$ cat src/rtl/trap_pkg.sv
// Shared constants for the trap controller: status flag positions, cause indices, FSM states
// and the status-word to cause-vector mapping.
package trap_pkg;

  localparam int unsigned STATUS_W  = 20;
  localparam int unsigned NUM_CAUSE = 6;

  // Flag bit positions, matching the status register layout
  localparam int unsigned BIT_MEM_CORRUPT = 18;
  localparam int unsigned BIT_MEM_VIOLATE = 17;
  localparam int unsigned BIT_DIV_ZERO    = 14;
  localparam int unsigned BIT_OVERFLOW    = 11;
  localparam int unsigned BIT_UNDERFLOW   = 12;
  localparam int unsigned BIT_CARRY       = 13;

  // Cause indices, 0 = highest priority
  localparam logic [2:0] CAUSE_MEM_CORRUPT = 3'd0;
  localparam logic [2:0] CAUSE_MEM_VIOLATE = 3'd1;
  localparam logic [2:0] CAUSE_DIV_ZERO    = 3'd2;
  localparam logic [2:0] CAUSE_OVERFLOW    = 3'd3;
  localparam logic [2:0] CAUSE_UNDERFLOW   = 3'd4;
  localparam logic [2:0] CAUSE_CARRY       = 3'd5;

  typedef enum logic [2:0] {
    StIdle    = 3'd0,
    StSave    = 3'd1,
    StVector  = 3'd2,
    StHandler = 3'd3,
    StClear   = 3'd4,
    StExit    = 3'd5
  } trap_state_e;

  function automatic logic [NUM_CAUSE-1:0] flags(input logic [STATUS_W-1:0] status);
    logic [NUM_CAUSE-1:0] f;
    f                    = '0;
    f[CAUSE_MEM_CORRUPT] = status[BIT_MEM_CORRUPT];
    f[CAUSE_MEM_VIOLATE] = status[BIT_MEM_VIOLATE];
    f[CAUSE_DIV_ZERO]    = status[BIT_DIV_ZERO];
    f[CAUSE_OVERFLOW]    = status[BIT_OVERFLOW];
    f[CAUSE_UNDERFLOW]   = status[BIT_UNDERFLOW];
    f[CAUSE_CARRY]       = status[BIT_CARRY];
    return f;
  endfunction

endpackage

$ cat src/rtl/trap_prio_enc.sv
// Lowest-index-first priority encoder over the pending cause vector.
module trap_prio_enc #(
  parameter int unsigned N = 6
) (
  input  logic [N-1:0] i_req,
  output logic [2:0]   o_idx,
  output logic         o_any
);

  always_comb begin
    o_idx = '0;
    o_any = |i_req;
    // Scan downward so the lowest set index is the last one written
    for (int i = int'(N) - 1; i >= 0; i--) begin
      if (i_req[i]) o_idx = 3'(i);
    end
  end

endmodule

$ cat src/rtl/trap_controller.sv
// Trap controller: latches enabled fault flags as pending causes and sequences trap
// entry, vectoring, handler XOR-clear and exit against the status register.
module trap_controller
  import trap_pkg::*;
#(
  parameter int unsigned        DATA_W   = 20,
  parameter int unsigned        NCAUSE   = 6,
  parameter logic [DATA_W-1:0]  VEC_BASE = 20'h00F00,
  parameter logic [NCAUSE-1:0]  MASK_RST = 6'b111111
) (
  input  logic              clk,
  input  logic              reset,
  input  logic [DATA_W-1:0] i_status_in,
  input  logic              i_status_valid,
  input  logic              i_mask_wr,
  input  logic [NCAUSE-1:0] i_mask_data,
  input  logic              i_handler_ack,
  input  logic              i_clear_xor,
  input  logic              i_trap_return,
  output logic              o_trap,
  output logic              o_reg_to_instruction,
  output logic              o_xorData,
  output logic              o_vector_valid,
  output logic [DATA_W-1:0] o_vector_addr,
  output logic [2:0]        o_cause,
  output logic [NCAUSE-1:0] o_pending,
  output logic [DATA_W-1:0] o_saved_status,
  output logic              o_busy
);

  trap_state_e       r_state, w_state_d;
  logic [NCAUSE-1:0] r_mask;
  logic [NCAUSE-1:0] w_flags, w_new, w_svc_clr, w_pending_d;
  logic [2:0]        w_prio_idx, w_cause_d;
  logic              w_prio_any;
  logic              w_trap_d, w_rti_d, w_xor_d, w_vvalid_d, w_busy_d;
  logic [DATA_W-1:0] w_vaddr_d;

  assign w_flags = flags(i_status_in);
  assign w_new   = i_status_valid ? (w_flags & r_mask) : '0;

  trap_prio_enc #(
    .N (NCAUSE)
  ) u_prio (
    .i_req (o_pending),
    .o_idx (w_prio_idx),
    .o_any (w_prio_any)
  );

  always_comb begin
    w_svc_clr = '0;
    if (r_state == StSave && w_prio_any) w_svc_clr = NCAUSE'(1) << w_prio_idx;
    w_pending_d = (o_pending | w_new) & ~w_svc_clr;
    // A mask write also drops pending causes the new mask disables
    if (i_mask_wr) w_pending_d = w_pending_d & i_mask_data;
  end

  assign w_cause_d = (r_state == StSave) ? w_prio_idx : o_cause;

  // State register
  always_ff @(posedge clk or posedge reset) begin
    if (reset) r_state <= StIdle;
    else       r_state <= w_state_d;
  end

  // Next-state logic
  always_comb begin
    w_state_d = r_state;
    unique case (r_state)
      StIdle:    if (|w_pending_d) w_state_d = StSave;
      StSave:    w_state_d = StVector;
      StVector:  if (i_handler_ack) w_state_d = StHandler;
      StHandler: begin
        if (i_trap_return)    w_state_d = StExit;
        else if (i_clear_xor) w_state_d = StClear;
      end
      StClear:   w_state_d = StHandler;
      StExit:    w_state_d = StIdle;
      default:   w_state_d = StIdle;
    endcase
  end

  // Output decode from the next state so registered outputs line up with the state
  always_comb begin
    w_trap_d   = (w_state_d == StSave) || (w_state_d == StVector) ||
                 (w_state_d == StHandler) || (w_state_d == StClear);
    w_rti_d    = (w_state_d == StSave);
    w_xor_d    = (w_state_d == StClear);
    w_vvalid_d = (w_state_d == StVector);
    w_busy_d   = (w_state_d != StIdle);
    w_vaddr_d  = w_vvalid_d ? (VEC_BASE + (DATA_W'(w_cause_d) << 2)) : '0;
  end

  always_ff @(posedge clk or posedge reset) begin
    if (reset) begin
      r_mask               <= MASK_RST;
      o_pending            <= '0;
      o_cause              <= '0;
      o_saved_status       <= '0;
      o_trap               <= 1'b0;
      o_reg_to_instruction <= 1'b0;
      o_xorData            <= 1'b0;
      o_vector_valid       <= 1'b0;
      o_vector_addr        <= '0;
      o_busy               <= 1'b0;
    end else begin
      if (i_mask_wr) r_mask <= i_mask_data;
      o_pending <= w_pending_d;
      o_cause   <= w_cause_d;
      if (r_state == StSave) o_saved_status <= i_status_in;
      o_trap               <= w_trap_d;
      o_reg_to_instruction <= w_rti_d;
      o_xorData            <= w_xor_d;
      o_vector_valid       <= w_vvalid_d;
      o_vector_addr        <= w_vaddr_d;
      o_busy               <= w_busy_d;
    end
  end

endmodule

$ cat config.mk
export PLATFORM = sky130hd
export DESIGN_NAME = trap_controller
export DESIGN_NICKNAME = d
export VERILOG_FILES = /design/src/rtl/trap_pkg.sv /design/src/rtl/trap_prio_enc.sv /design/src/rtl/trap_controller.sv
export SDC_FILE = /design/constraint.sdc
export NUM_CORES = 1
export LEC_CHECK = 0
export ABC_CLOCK_PERIOD_IN_PS = 3300
export CORE_MARGIN = 3
export CORE_UTILIZATION = 30
export CTS_BUF_LIST = sky130_fd_sc_hd__clkbuf_8
export DETAILED_ROUTE_END_ITERATION = 10
export MAX_ROUTING_LAYER = met4
export PLACE_DENSITY = 0.58
export SYNTH_ARGS = -nofsm -noshare
export SYNTH_HDL_FRONTEND = slang
export SYNTH_SLANG_ARGS = --single-unit
$ cat constraint.sdc
create_clock -name clk -period 3.3 [get_ports clk]
set_input_delay 0.99 -clock clk [delete_from_list [all_inputs] [get_ports clk]]
set_output_delay 0.99 -clock clk [all_outputs]
set_load 0.1 [all_outputs]
==> summary.txt <==
Setup path
  – Worst path bufs/invs: 1
  – Critical path endpoint category: flop
  – WS Path Type: primary input to flop
  – Crit path largest cell delay: 510 ps
  – CP delay by family, top: simple AND/OR/NAND/NOR gates
  – Crit path cell chain: clkdlybuf4s50_1 -> and3_1 -> o22ai_1 -> a21oi_1 -> or3_1 -> nor3_2 -> a21oi_1
  – CP most frequent cell: a21oi_1
  – CP max FO: 6
  – CP required: 3460 ps
  – CP arrival: 2680 ps
  – Startpoint Class: primary input
  – Critical path's slowest cell: clkdlybuf4s50_1

CTS
  – CTS-repair resized insts: 0
  – Total CTS buffers: 5
  – TritonCTS clock tree: done
  – Clk sinks: 46
  – Clk buf depth: 2
  – Clk slew on worst S/H paths: 80 ps
  – Root Driver: clkbuf_8
  – H-tree lvl count: 2
  – Clock latency on the worst-skew pair: 290 ps
  – # hold bufs at CTS: 0
  – Post-CTS setup buffer count: 0

Yosys
  – Ys Warns: 0
  – Proportion of synthesized area in mux cells: 4.41%
  – Number of cells produced by synthesis: 204
  – Avg Inst Size Synth: 9.88 µm²
  – Cell taking the most area after synthesis: dfrtp_1
  – Ys async rst share: 100%
  – Main flop type after synthesis: dfrtp_1
  – Count of different cell masters after synthesis: 34
  – Post-Synth Adder-Cell Area: 0%
  – Most frequent cell after synthesis: nand2_1
  – Synth area leaders: dfrtp_1, nand2_1, dfstp_2
  – Number of flops mapped to enable cells by yosys: 0
  – Post-Syn Area: 0.00202 mm²
  – Yosys top cell area share: 49.7%
  – Largest family of logic cells by synthesized area: simple AND/OR/NAND/NOR gates
  – Sequential element share of the synthesized area: 57.5%
  – Seq cells post-synth: 46
  – Synth Area in Simple Gates: 20.4%
  – Post-Synth XOR/XNOR Area: 0%
  – Compound-Gate Fraction of Synth Area: 8.13%
  – Synth cell count leaders: nand2_1, dfrtp_1, buf_4

Timing
  – Worst-margin pin slew: 880 ps
  – Max Fclk: 398 MHz
  – Setup TNS: 0 ps
  – Max-slew violation count: 0
  – RSZ-0062 raised after global routing: no
  – Final setup vio count: 0
  – Slew headroom: 41.2%
  – Layout Skew: 8.96 ps
  – Fin crit share: 76.2%
  – Final Hold Fails: 0
  – Final worst path period need: 2520 ps

Floorplanning
  – Ports: 87
  – Rows: 29
  – Die ar.: 0.00774 mm²
  – Initial Util: 31.4%
  – Core area: 0.00642 mm²
  – Die height: 88.0 µm
  – Die width: 88.0 µm

Final layout
  – Filler cell count: 652
  – Final Net Count: 309
  – Layout cells sized above 1: 25.3%
  – Antenna Cells: 0
  – Storage element area: 0.00116 mm²
  – Area occupied by multi-input gates: 712 µm²
  – Area growth syn-to-layout: 37.0%

Flow run
  – Max-cap violations: 0

GRT
  – Vias in the first global route: 1549
  – Global Route Usage Sum: 13.2%
  – First-pass GRT wire length: 7600 µm
  – Total gr overflow: 0
  – Largest net degree at the start of global routing: 25
  – Initial antenna violation count: 0

Routing
  – Detailed Routing Iterations Pass 1: 4
  – Final ANT Viol Nets: 0
  – Vias: 1570
  – Vias/cell: 4.44
  – DR iter-0 viols: 95
  – DRC Markers: 0
  – WL/cell: 13.4 µm
  – Final wirelength: 4760 µm

Placement
  – Routability cong.: 0.759
  – Hpwl dp: 3510 µm
  – Port bufs: 73

Outcome
  – Status: finished clean

Hold path
  – Hold crit path type: flop to flop
==> metrics by stage <==
step / hold slack [ps] / std cells / setup WS [ps] / util [%] / area, µm²
4_1_cts: 487 / 354 / 825 / 43.0 / 2760
6_report: 477 / 354 / 785 / 43.0 / 2760
2_1_floorplan: 557 / 216 / 936 / - / 2060
3_3_place_gp: 463 / 346 / 518 / 41.3 / 2660
3_5_place_dp: 464 / 346 / 507 / 41.3 / 2660
5_1_grt: 506 / 354 / 651 / 43.0 / 2760
==> state kept, by name, indices dropped and copies added, names as in the netlist, 3 cells and up <==
name and cells:
o_cause 3, o_pending 6, o_saved_status 20, o_vector_addr 4, r_mask 6, r_state 3
==> cell usage in the layout (no fill, tap or decap), types with 2 or more instances in the layout <==
cell,count
o22ai_1,4
nor2_1,10
conb_1,13
nor3_1,2
a22oi_1,2
dfstp_2,6
a31oi_1,3
inv_1,9
o21ai_0,3
mux2_2,7
dfrtp_1,40
nand2_1,64
buf_4,45
nor2b_1,5
and3_1,4
a21oi_1,5
clkdlybuf4s50_1,32
clkbuf_8,5
==> cells by family (layout without fill, tap and decap cells) <==
logic type,after synthesis,after routing
AO/OA/AOI/OAI,24,24
buffers and inverters,32,93
flip-flops,46,46
multiplexers,8,8
other,1,13
AND/OR/NAND/NOR,93,93
==> routing by layer <==
layer	vias up	GRT usage [%]	part of all wire, %
li1	777	-	-
met1	732	17.2	45
met2	56	19.9	46
met3	5	3.86	7.5
met4	0	3.77	1.2
met5	-	-	0
==> worst paths after layout <==
check                                    from                 end  slack [ps]  cells past startpoint
max                            i_status_valid              o_busy         780                      7
min                        o_saved_status[12]  o_saved_status[12]         480                      2
max reg2reg                        r_state[0]              o_busy        1220                      6
min reg2reg                o_saved_status[12]  o_saved_status[12]         480                      2
max in group asynchronous               reset           r_mask[4]        1780                      3
min in group asynchronous               reset   o_saved_status[5]         920                      2
==> final cells by class <==
class / count / area share, %
Clock buffer: 5 / 2.49
Timing Repair Buffer: 77 / 23.8
Tap cell: 77 / 3.49
Clock inverter: 3 / 1.36
Sequential cell: 46 / 42.0
Inverter: 8 / 1.09
Multi-Input combinational cell: 138 / 25.8
==> worst reg2reg max path, delay by kind of cell, from the launching register on <==
family                 cells  cell delay, ps
AOI/OAI and AO/OA          2             270
buffers and inverters      1             300
and+or+nand+nor            3             880
DFF                        1             510
Power is left out: the tool's default activity adds up to more than one toggle a clock period on the data nets, which glitch-free logic cannot reach.
